**src/rtl/iob_vexriscv_dbus_bridge_pkg.sv**
```systemverilog
// Shared types and default widths for the VexRiscv dBus to IOb bridge.
//   ADDR_W_DEF / DATA_W_DEF / TIMEOUT_W_DEF : default parameter values
//   state_e   : bridge FSM state encoding
//   rsp_err_e : response error code driven on rsp_error
package iob_vexriscv_dbus_bridge_pkg;

    localparam int unsigned ADDR_W_DEF    = 32;
    localparam int unsigned DATA_W_DEF    = 32;
    localparam int unsigned TIMEOUT_W_DEF = 10;

    typedef enum logic {
        STATE_IDLE = 1'b0,
        STATE_BUSY = 1'b1
    } state_e;

    typedef enum logic {
        RSP_ERR_NONE    = 1'b0,
        RSP_ERR_TIMEOUT = 1'b1
    } rsp_err_e;

endpackage

```
**src/rtl/iob_vexriscv_dbus_bridge_if.sv**
```systemverilog
// Bus bundle between the VexRiscv dBus (cmd/rsp streams) and the IOb native bus.
//   cmd_*   : core command stream (valid/ready, wr, address, data, mask)
//   rsp_*   : core response stream (valid, data, error), no back-pressure
//   iob_*   : IOb request (valid, addr, wdata, wstrb) and completion (ready, rdata)
// Modports: slave = the bridge, master = the core plus IOb slave environment.
interface iob_vexriscv_dbus_bridge_if
    import iob_vexriscv_dbus_bridge_pkg::*;
#(
    parameter int unsigned ADDR_W = ADDR_W_DEF,
    parameter int unsigned DATA_W = DATA_W_DEF
);
    localparam int unsigned STRB_W = DATA_W / 8;

    logic              cmd_valid;
    logic              cmd_ready;
    logic              cmd_wr;
    logic [ADDR_W-1:0] cmd_address;
    logic [DATA_W-1:0] cmd_data;
    logic [STRB_W-1:0] cmd_mask;

    logic              rsp_valid;
    logic [DATA_W-1:0] rsp_data;
    logic              rsp_error;

    logic              iob_valid;
    logic [ADDR_W-1:0] iob_addr;
    logic [DATA_W-1:0] iob_wdata;
    logic [STRB_W-1:0] iob_wstrb;
    logic              iob_ready;
    logic [DATA_W-1:0] iob_rdata;

    modport slave (
        input  cmd_valid, cmd_wr, cmd_address, cmd_data, cmd_mask,
        input  iob_ready, iob_rdata,
        output cmd_ready, rsp_valid, rsp_data, rsp_error,
        output iob_valid, iob_addr, iob_wdata, iob_wstrb
    );

    modport master (
        output cmd_valid, cmd_wr, cmd_address, cmd_data, cmd_mask,
        output iob_ready, iob_rdata,
        input  cmd_ready, rsp_valid, rsp_data, rsp_error,
        input  iob_valid, iob_addr, iob_wdata, iob_wstrb
    );

endinterface

```
**src/rtl/iob_vexriscv_dbus_bridge_watchdog.sv**
```systemverilog
// Saturating bus-timeout counter for the dBus bridge.
//   clk, rst  : clock, synchronous active-low reset
//   clear_i   : restart the count (a new access starts)
//   enable_i  : count this cycle (access waiting, no completion)
//   expiry_o  : combinational strobe, counter at all-ones while still waiting
// TIMEOUT_W == 0 removes the counter and ties expiry_o low.
module iob_vexriscv_dbus_bridge_watchdog
    import iob_vexriscv_dbus_bridge_pkg::*;
#(
    parameter int unsigned TIMEOUT_W = TIMEOUT_W_DEF
) (
    input  logic clk,
    input  logic rst,
    input  logic clear_i,
    input  logic enable_i,
    output logic expiry_o
);

    if (TIMEOUT_W == 0) begin : g_off
        assign expiry_o = 1'b0;
    end else begin : g_on
        logic [TIMEOUT_W-1:0] cnt_q;
        logic [TIMEOUT_W-1:0] cnt_d;

        // Clear wins over counting; hold at all-ones.
        always_comb begin
            cnt_d = cnt_q;
            if (clear_i) begin
                cnt_d = '0;
            end else if (enable_i && (cnt_q != '1)) begin
                cnt_d = cnt_q + TIMEOUT_W'(1);
            end
        end

        always_ff @(posedge clk) begin
            if (!rst) begin
                cnt_q <= '0;
            end else begin
                cnt_q <= cnt_d;
            end
        end

        assign expiry_o = enable_i && (cnt_q == '1);
    end

endmodule

```
**src/rtl/iob_vexriscv_dbus_bridge.sv**
```systemverilog
// VexRiscv simple dBus to IOb native bus bridge, one access in flight.
//   clk, rst  : clock, synchronous active-low reset
//   bus       : dBus cmd/rsp and IOb request/completion signals (slave view)
//   timeout_o : one-cycle pulse when the watchdog aborts an access
// cmd_ready is combinational: high in IDLE, and in BUSY on the completion
// cycle so a following command is taken without a bubble.
module iob_vexriscv_dbus_bridge
    import iob_vexriscv_dbus_bridge_pkg::*;
#(
    parameter int unsigned ADDR_W    = ADDR_W_DEF,
    parameter int unsigned DATA_W    = DATA_W_DEF,
    parameter int unsigned TIMEOUT_W = TIMEOUT_W_DEF
) (
    input  logic                        clk,
    input  logic                        rst,
    iob_vexriscv_dbus_bridge_if.slave   bus,
    output logic                        timeout_o
);

    localparam int unsigned STRB_W = DATA_W / 8;

    state_e            state_q,     state_d;
    logic [ADDR_W-1:0] addr_q,      addr_d;
    logic [DATA_W-1:0] wdata_q,     wdata_d;
    logic [STRB_W-1:0] wstrb_q,     wstrb_d;
    logic              wr_q,        wr_d;
    logic              rsp_valid_q, rsp_valid_d;
    logic [DATA_W-1:0] rsp_data_q,  rsp_data_d;
    rsp_err_e          rsp_err_q,   rsp_err_d;
    logic              timeout_q,   timeout_d;

    logic cmd_ready_c;
    logic accept_c;
    logic wd_enable_c;
    logic wd_expiry_c;

    // Watchdog counts BUSY cycles that see no completion.
    assign wd_enable_c = (state_q == STATE_BUSY) && !bus.iob_ready;

    iob_vexriscv_dbus_bridge_watchdog #(
        .TIMEOUT_W (TIMEOUT_W)
    ) u_watchdog (
        .clk      (clk),
        .rst      (rst),
        .clear_i  (accept_c),
        .enable_i (wd_enable_c),
        .expiry_o (wd_expiry_c)
    );

    // Next-state and registered-output logic.
    always_comb begin
        state_d     = state_q;
        addr_d      = addr_q;
        wdata_d     = wdata_q;
        wstrb_d     = wstrb_q;
        wr_d        = wr_q;
        rsp_valid_d = 1'b0;
        rsp_data_d  = rsp_data_q;
        rsp_err_d   = RSP_ERR_NONE;
        timeout_d   = 1'b0;
        cmd_ready_c = 1'b0;
        accept_c    = 1'b0;

        case (state_q)
            STATE_IDLE: begin
                cmd_ready_c = 1'b1;
            end
            STATE_BUSY: begin
                // Completion has priority over a simultaneous expiry.
                if (bus.iob_ready) begin
                    cmd_ready_c = 1'b1;
                    state_d     = STATE_IDLE;
                    if (!wr_q) begin
                        rsp_valid_d = 1'b1;
                        rsp_data_d  = bus.iob_rdata;
                    end
                end else if (wd_expiry_c) begin
                    state_d   = STATE_IDLE;
                    timeout_d = 1'b1;
                    if (!wr_q) begin
                        rsp_valid_d = 1'b1;
                        rsp_data_d  = '0;
                        rsp_err_d   = RSP_ERR_TIMEOUT;
                    end
                end
            end
            default: begin
                state_d = STATE_IDLE;
            end
        endcase

        accept_c = cmd_ready_c && bus.cmd_valid;
        if (accept_c) begin
            state_d = STATE_BUSY;
            addr_d  = bus.cmd_address;
            wdata_d = bus.cmd_data;
            wstrb_d = bus.cmd_wr ? bus.cmd_mask : '0;
            wr_d    = bus.cmd_wr;
        end
    end

    always_ff @(posedge clk) begin
        if (!rst) begin
            state_q     <= STATE_IDLE;
            addr_q      <= '0;
            wdata_q     <= '0;
            wstrb_q     <= '0;
            wr_q        <= 1'b0;
            rsp_valid_q <= 1'b0;
            rsp_data_q  <= '0;
            rsp_err_q   <= RSP_ERR_NONE;
            timeout_q   <= 1'b0;
        end else begin
            state_q     <= state_d;
            addr_q      <= addr_d;
            wdata_q     <= wdata_d;
            wstrb_q     <= wstrb_d;
            wr_q        <= wr_d;
            rsp_valid_q <= rsp_valid_d;
            rsp_data_q  <= rsp_data_d;
            rsp_err_q   <= rsp_err_d;
            timeout_q   <= timeout_d;
        end
    end

    assign bus.cmd_ready = cmd_ready_c;
    assign bus.iob_valid = (state_q == STATE_BUSY);
    assign bus.iob_addr  = addr_q;
    assign bus.iob_wdata = wdata_q;
    assign bus.iob_wstrb = wstrb_q;
    assign bus.rsp_valid = rsp_valid_q;
    assign bus.rsp_data  = rsp_data_q;
    assign bus.rsp_error = (rsp_err_q == RSP_ERR_TIMEOUT);
    assign timeout_o     = timeout_q;

endmodule
```
**src/flat_wrapper.sv**
```systemverilog
// flat-port wrapper written by rule: the top's interface ports become plain ports
module iob_vexriscv_dbus_bridge_flat import iob_vexriscv_dbus_bridge_pkg::*;
#(
    parameter int unsigned ADDR_W    = ADDR_W_DEF,
    parameter int unsigned DATA_W    = DATA_W_DEF,
    parameter int unsigned TIMEOUT_W = TIMEOUT_W_DEF
)
  (clk, rst, timeout_o, bus_cmd_valid, bus_cmd_wr, bus_cmd_address, bus_cmd_data, bus_cmd_mask, bus_iob_ready, bus_iob_rdata, bus_cmd_ready, bus_rsp_valid, bus_rsp_data, bus_rsp_error, bus_iob_valid, bus_iob_addr, bus_iob_wdata, bus_iob_wstrb);
  iob_vexriscv_dbus_bridge_if #(.ADDR_W(ADDR_W), .DATA_W(DATA_W)) bus_i ();
  input  logic clk;
  input  logic rst;
  output logic timeout_o;
  input wire logic [$bits(bus_i.cmd_valid)-1:0] bus_cmd_valid;
  input wire logic [$bits(bus_i.cmd_wr)-1:0] bus_cmd_wr;
  input wire logic [$bits(bus_i.cmd_address)-1:0] bus_cmd_address;
  input wire logic [$bits(bus_i.cmd_data)-1:0] bus_cmd_data;
  input wire logic [$bits(bus_i.cmd_mask)-1:0] bus_cmd_mask;
  input wire logic [$bits(bus_i.iob_ready)-1:0] bus_iob_ready;
  input wire logic [$bits(bus_i.iob_rdata)-1:0] bus_iob_rdata;
  output wire logic [$bits(bus_i.cmd_ready)-1:0] bus_cmd_ready;
  output wire logic [$bits(bus_i.rsp_valid)-1:0] bus_rsp_valid;
  output wire logic [$bits(bus_i.rsp_data)-1:0] bus_rsp_data;
  output wire logic [$bits(bus_i.rsp_error)-1:0] bus_rsp_error;
  output wire logic [$bits(bus_i.iob_valid)-1:0] bus_iob_valid;
  output wire logic [$bits(bus_i.iob_addr)-1:0] bus_iob_addr;
  output wire logic [$bits(bus_i.iob_wdata)-1:0] bus_iob_wdata;
  output wire logic [$bits(bus_i.iob_wstrb)-1:0] bus_iob_wstrb;
  assign bus_i.cmd_valid = bus_cmd_valid;
  assign bus_i.cmd_wr = bus_cmd_wr;
  assign bus_i.cmd_address = bus_cmd_address;
  assign bus_i.cmd_data = bus_cmd_data;
  assign bus_i.cmd_mask = bus_cmd_mask;
  assign bus_i.iob_ready = bus_iob_ready;
  assign bus_i.iob_rdata = bus_iob_rdata;
  assign bus_cmd_ready = bus_i.cmd_ready;
  assign bus_rsp_valid = bus_i.rsp_valid;
  assign bus_rsp_data = bus_i.rsp_data;
  assign bus_rsp_error = bus_i.rsp_error;
  assign bus_iob_valid = bus_i.iob_valid;
  assign bus_iob_addr = bus_i.iob_addr;
  assign bus_iob_wdata = bus_i.iob_wdata;
  assign bus_iob_wstrb = bus_i.iob_wstrb;
  iob_vexriscv_dbus_bridge #(.ADDR_W(ADDR_W), .DATA_W(DATA_W), .TIMEOUT_W(TIMEOUT_W)) u_core (.clk(clk), .rst(rst), .bus(bus_i), .timeout_o(timeout_o));
endmodule
```
**config.mk**
```make
export PLATFORM = sky130hd
export DESIGN_NAME = iob_vexriscv_dbus_bridge_flat
export DESIGN_NICKNAME = d
export VERILOG_FILES = /design/src/rtl/iob_vexriscv_dbus_bridge_pkg.sv /design/src/rtl/iob_vexriscv_dbus_bridge_if.sv /design/src/rtl/iob_vexriscv_dbus_bridge_watchdog.sv /design/src/rtl/iob_vexriscv_dbus_bridge.sv /design/src/flat_wrapper.sv
export SDC_FILE = /design/constraint.sdc
export NUM_CORES = 1
export LEC_CHECK = 0
export BUFFER_PORTS_ARGS = -buffer_cell sky130_fd_sc_hd__buf_4
export CORE_MARGIN = 1.5
export CORE_UTILIZATION = 45
export CTS_BUF_LIST = sky130_fd_sc_hd__clkbuf_2 sky130_fd_sc_hd__clkbuf_4 sky130_fd_sc_hd__clkbuf_8
export DETAILED_ROUTE_END_ITERATION = 10
export GPL_ROUTABILITY_DRIVEN = 0
export PLACE_DENSITY = 0.87
export RECOVER_POWER = 25
export SLEW_MARGIN = 20
export SYNTH_ARGS = -nofsm -noshare
export SYNTH_HDL_FRONTEND = slang
export SYNTH_SLANG_ARGS = --single-unit
```
**constraint.sdc**
```tcl
create_clock -name clk -period 2.8 [get_ports clk]
set_clock_uncertainty 0.2 [all_clocks]
set_input_delay 0.84 -clock clk [delete_from_list [all_inputs] [get_ports clk]]
set_output_delay 0.84 -clock clk [all_outputs]
set_load 0.01 [all_outputs]
```
==> results_tabular.tex <==
\begin{tabular}{lr}
\hline
Metric & Value \\
\hline
\multicolumn{2}{l}{\textbf{Run status}} \\
Result of the run & finished clean \\
\multicolumn{2}{l}{\textbf{Critical path}} \\
Flop-to-flop setup slack & 780 ps \\
Worst reg2reg path startpoint & u\_core.u\_watchdog.g\_on.cnt\_q[0] \\
Data required, critical path & 1760 ps \\
R2R Path End & u\_core.bus.rsp\_data[26] \\
Data arrival time at the worst-slack endpoint & 1490 ps \\
Worst Setup End Kind & output port \\
Launching element type of the critical path & input port \\
Largest fanout of any net on the critical path & 6 \\
Crit Path Category & input port to output port \\
Worst reg2reg path depth & 6 \\
\multicolumn{2}{l}{\textbf{STA}} \\
Final hold vios & 0 \\
Max-slew violation count & 0 \\
Period minus WS final & 2530 ps \\
Slew @ Worst Pin & 760 ps \\
Post-route clock period utilization & 90.4\% \\
Slew HR & 49.3\% \\
Fmax & 395 MHz \\
Final worst setup slack & 269 ps \\
Finish-stage setup viols & 0 \\
Accumulated negative setup slack & 0 ps \\
Unrepaired setup endpoints after global routing & false \\
\multicolumn{2}{l}{\textbf{Logic synthesis}} \\
Most area-consuming cells after synthesis & dfxtp\_1, nand2\_1, a21oi\_1 \\
Share of the yosys chip area belonging to registers & 51.8\% \\
Unique cell type count in the Yosys netlist & 38 \\
Top cell type's share of synthesized area & 51.8\% \\
Net Count, Synth & 655 \\
Total number of yosys warnings & 0 \\
Synthesized flop and latch total & 115 \\
Most used standard cell by instance count after synthesis & nand2\_1 \\
Top cell type by total area after synthesis & dfxtp\_1 \\
Count of flip-flops with a built-in enable after synthesis & 0 \\
Top\_reg\_cell synth & dfxtp\_1 \\
Number of standard cells after synthesis & 549 \\
Mean instance size in the synthesized netlist & 8.09 sq um \\
Commonest cells in the netlist & nand2\_1, dfxtp\_1, a21oi\_1 \\
Proportion of synthesized flip-flops having asynchronous set or reset & 0\% \\
Synth Cell Area & 4440 sq um \\
\multicolumn{2}{l}{\textbf{Final layout}} \\
\# diodes & 0 \\
Layout-stage area growth over the synthesis result & 43.4\% \\
Final-layout fill cell count & 795 \\
Layout cell share with drive strength beyond 1 & 35.2\% \\
Number of nets in the finished design & 854 \\
Non-filler instance count after layout & 894 \\
Final core occ & 65.8\% \\
\multicolumn{2}{l}{\textbf{Detailed routing}} \\
Detailed-router iteration count before antenna repair & 4 \\
Remaining number of nets flagged by the antenna check after routing & 0 \\
Drt first-iter violations & 180 \\
Post-route DRC violation count & 0 \\
Routed wire per std cell & 13.5 um \\
Routed wire length & 12100 um \\
Post-detailed-route via-to-cell ratio & 5.03 \\
Routed via count & 4494 \\
\multicolumn{2}{l}{\textbf{Clock tree}} \\
TritonCTS Sinks & 115 \\
Clock latency reported for the late side of the worst-skew pair & 410 ps \\
TritonCTS clock tree & yes \\
Post-cts sizing count & 0 \\
\# H-tree levels & 4 \\
Clock Pin Slew Worst Setup and Hold Paths & 70 ps \\
Post-CTS setup-driven buffer insertion count & 0 \\
Number of buffers inserted by hold repair at cts & 0 \\
Inserted Clock Buffers & 17 \\
Clock root buffer & clkbuf\_8 \\
Maximum clock path buffer count & 2 \\
\multicolumn{2}{l}{\textbf{Power and ir drop}} \\
Clock power frac & 39.0\% \\
Leakage power & 2.90 nW \\
Total power density per cell area & 592 nW/um\^{}2 \\
Sequential share of power & 47.3\% \\
Share of total power in combinational logic & 13.7\% \\
Sw power & 0.000980 W \\
IR drop worst, VDD & 331 uV \\
Net switching share of the total power & 26.0\% \\
Post-layout power & 0.00377 W \\
Internal power contribution & 0.00279 W \\
\multicolumn{2}{l}{\textbf{Placed design}} \\
Number of cells in the design after placement & 862 \\
Total half-perimeter wirelength after legalization and detailed placement & 8840 um \\
Worst setup timing slack at the placement stage & 365 ps \\
Number of port buffers & 209 \\
\multicolumn{2}{l}{\textbf{Global routing}} \\
Maximum number of pins on one net before global-route repair & 71 \\
Vias in the first global route & 4253 \\
Antenna violations before repair & 0 \\
First-pass GRT wire length & 18700 um \\
Tot GR Track Use & 22.8\% \\
Grt total ovfl & 0 \\
\multicolumn{2}{l}{\textbf{Min path}} \\
Worst hold path cell count & 2 \\
Worst hold path class & flop to flop \\
Endpoint of the worst hold path & u\_core.bus.iob\_wdata[8] \\
Hold path startpoint & u\_core.bus.iob\_wdata[8] \\
\multicolumn{2}{l}{\textbf{Floorplanning}} \\
Core Area & 9680 sq um \\
X dimension of the die & 102 um \\
Vert. Die Dim & 102 um \\
Die Outline Area & 10500 sq um \\
Cell row count & 36 \\
Starting utilization of the core area & 45.9\% \\
I/O pins & 210 \\
\multicolumn{2}{l}{\textbf{Run}} \\
Max-cap check violation count & 0 \\
\hline
\end{tabular}
## worst max path at each step
stage	startpoint	end	cells after the start
2_1_floorplan	bus_iob_ready	bus_cmd_ready	2
3_3_place_gp	bus_iob_ready	bus_cmd_ready	3
3_5_place_dp	bus_iob_ready	bus_cmd_ready	3
4_1_cts	bus_iob_ready	bus_cmd_ready	3
5_1_grt	bus_iob_ready	bus_cmd_ready	3
6_report	bus_iob_ready	bus_cmd_ready	3
## placed cells by master (no fill, tap or decap), types with 2 or more instances in the layout
master,Yosys,routed
a31oi_1,3,3
dfxtp_1,115,115
buf_4,10,210
nor2_1,10,10
bufinv_16,0,2
inv_1,5,4
nand2b_1,3,3
a21oi_1,71,71
nand2_1,191,192
o21ai_0,2,2
nor3_1,2,2
a211oi_1,2,2
and4_1,2,2
a311oi_1,2,2
nand3_1,59,59
clkbuf_1,14,8
nand2_2,10,10
clkbuf_8,0,18
nor3b_1,1,2
xnor2_1,4,4
clkinvlp_4,0,6
clkinv_2,0,5
nor4_1,2,2
nand3_2,10,10
## power groups by stage
stage	registers, W	logic, W	clock network, W
floorplan	0.00186	0.000196	0
global placement	0.00182	0.000511	0
detailed placement	0.00182	0.000526	0
CTS	0.00179	0.000528	0.00151
global route	0.00180	0.000563	0.00160
finish	0.00179	0.000516	0.00147
## layout make-up
cell class                      count  area [sq um]  share of cell area [%]
Timing Repair Buffer              219          1610                    25.3
Multi-Input combinational cell    390          1880                    29.5
Tap cell                          133           166                    2.61
Sequential cell                   115          2300                    36.1
Clock inverter                     14           139                    2.18
Inverter                            5          18.8                   0.295
Clock buffer                       18           248                    3.89
## worst max-delay path: stages
cell and delay [ps]:
clkbuf_1 240, nand2b_1 250, buf_4 160
## through the flow
stage | hold WS [ps] | cell area [sq um]
final | 255 | 6370
after global routing | 276 | 6370
after CTS | 257 | 6430
after detailed placement | 247 | 6040
after global placement | 241 | 6040
after floorplan | 205 | 4440
## flip-flops by register name, indices dropped and copies added, names as in the netlist
| signal | flops |
|---|---|
| u_core.bus.rsp_error | 1 |
| u_core.u_watchdog.g_on.cnt_q | 10 |
| u_core.bus.rsp_valid | 1 |
| u_core.bus.iob_addr | 32 |
| u_core.wr_q | 1 |
| u_core.bus.iob_wdata | 32 |
| u_core.bus.iob_valid | 1 |
| u_core.bus.rsp_data | 32 |
| u_core.bus.iob_wstrb | 4 |
| u_core.timeout_o | 1 |
## metal layers
metal / GRT usage [%] / part of all wire, % / routed length, um
met2: 40.9 / 51 / 6220
met3: 9.71 / 8.7 / 1060
met1: 24.0 / 39 / 4730
met5: 0 / 0 / 0
met4: 7.80 / 0.73 / 88
## cell families after synthesis
| group | Yosys count | synth area share [%] |
|---|---|---|
| and+or+nand+nor | 302 | 31.0 |
| DFF | 115 | 51.8 |
| AOI/OAI and AO/OA | 82 | 10.1 |
| buffers and inverters | 44 | 5.69 |
| xor gates and xnor gates | 4 | 0.789 |
| muxes | 1 | 0.225 |
| adders and majority gates | 1 | 0.282 |
No activity file was read; power rests on OpenSTA's default activity.
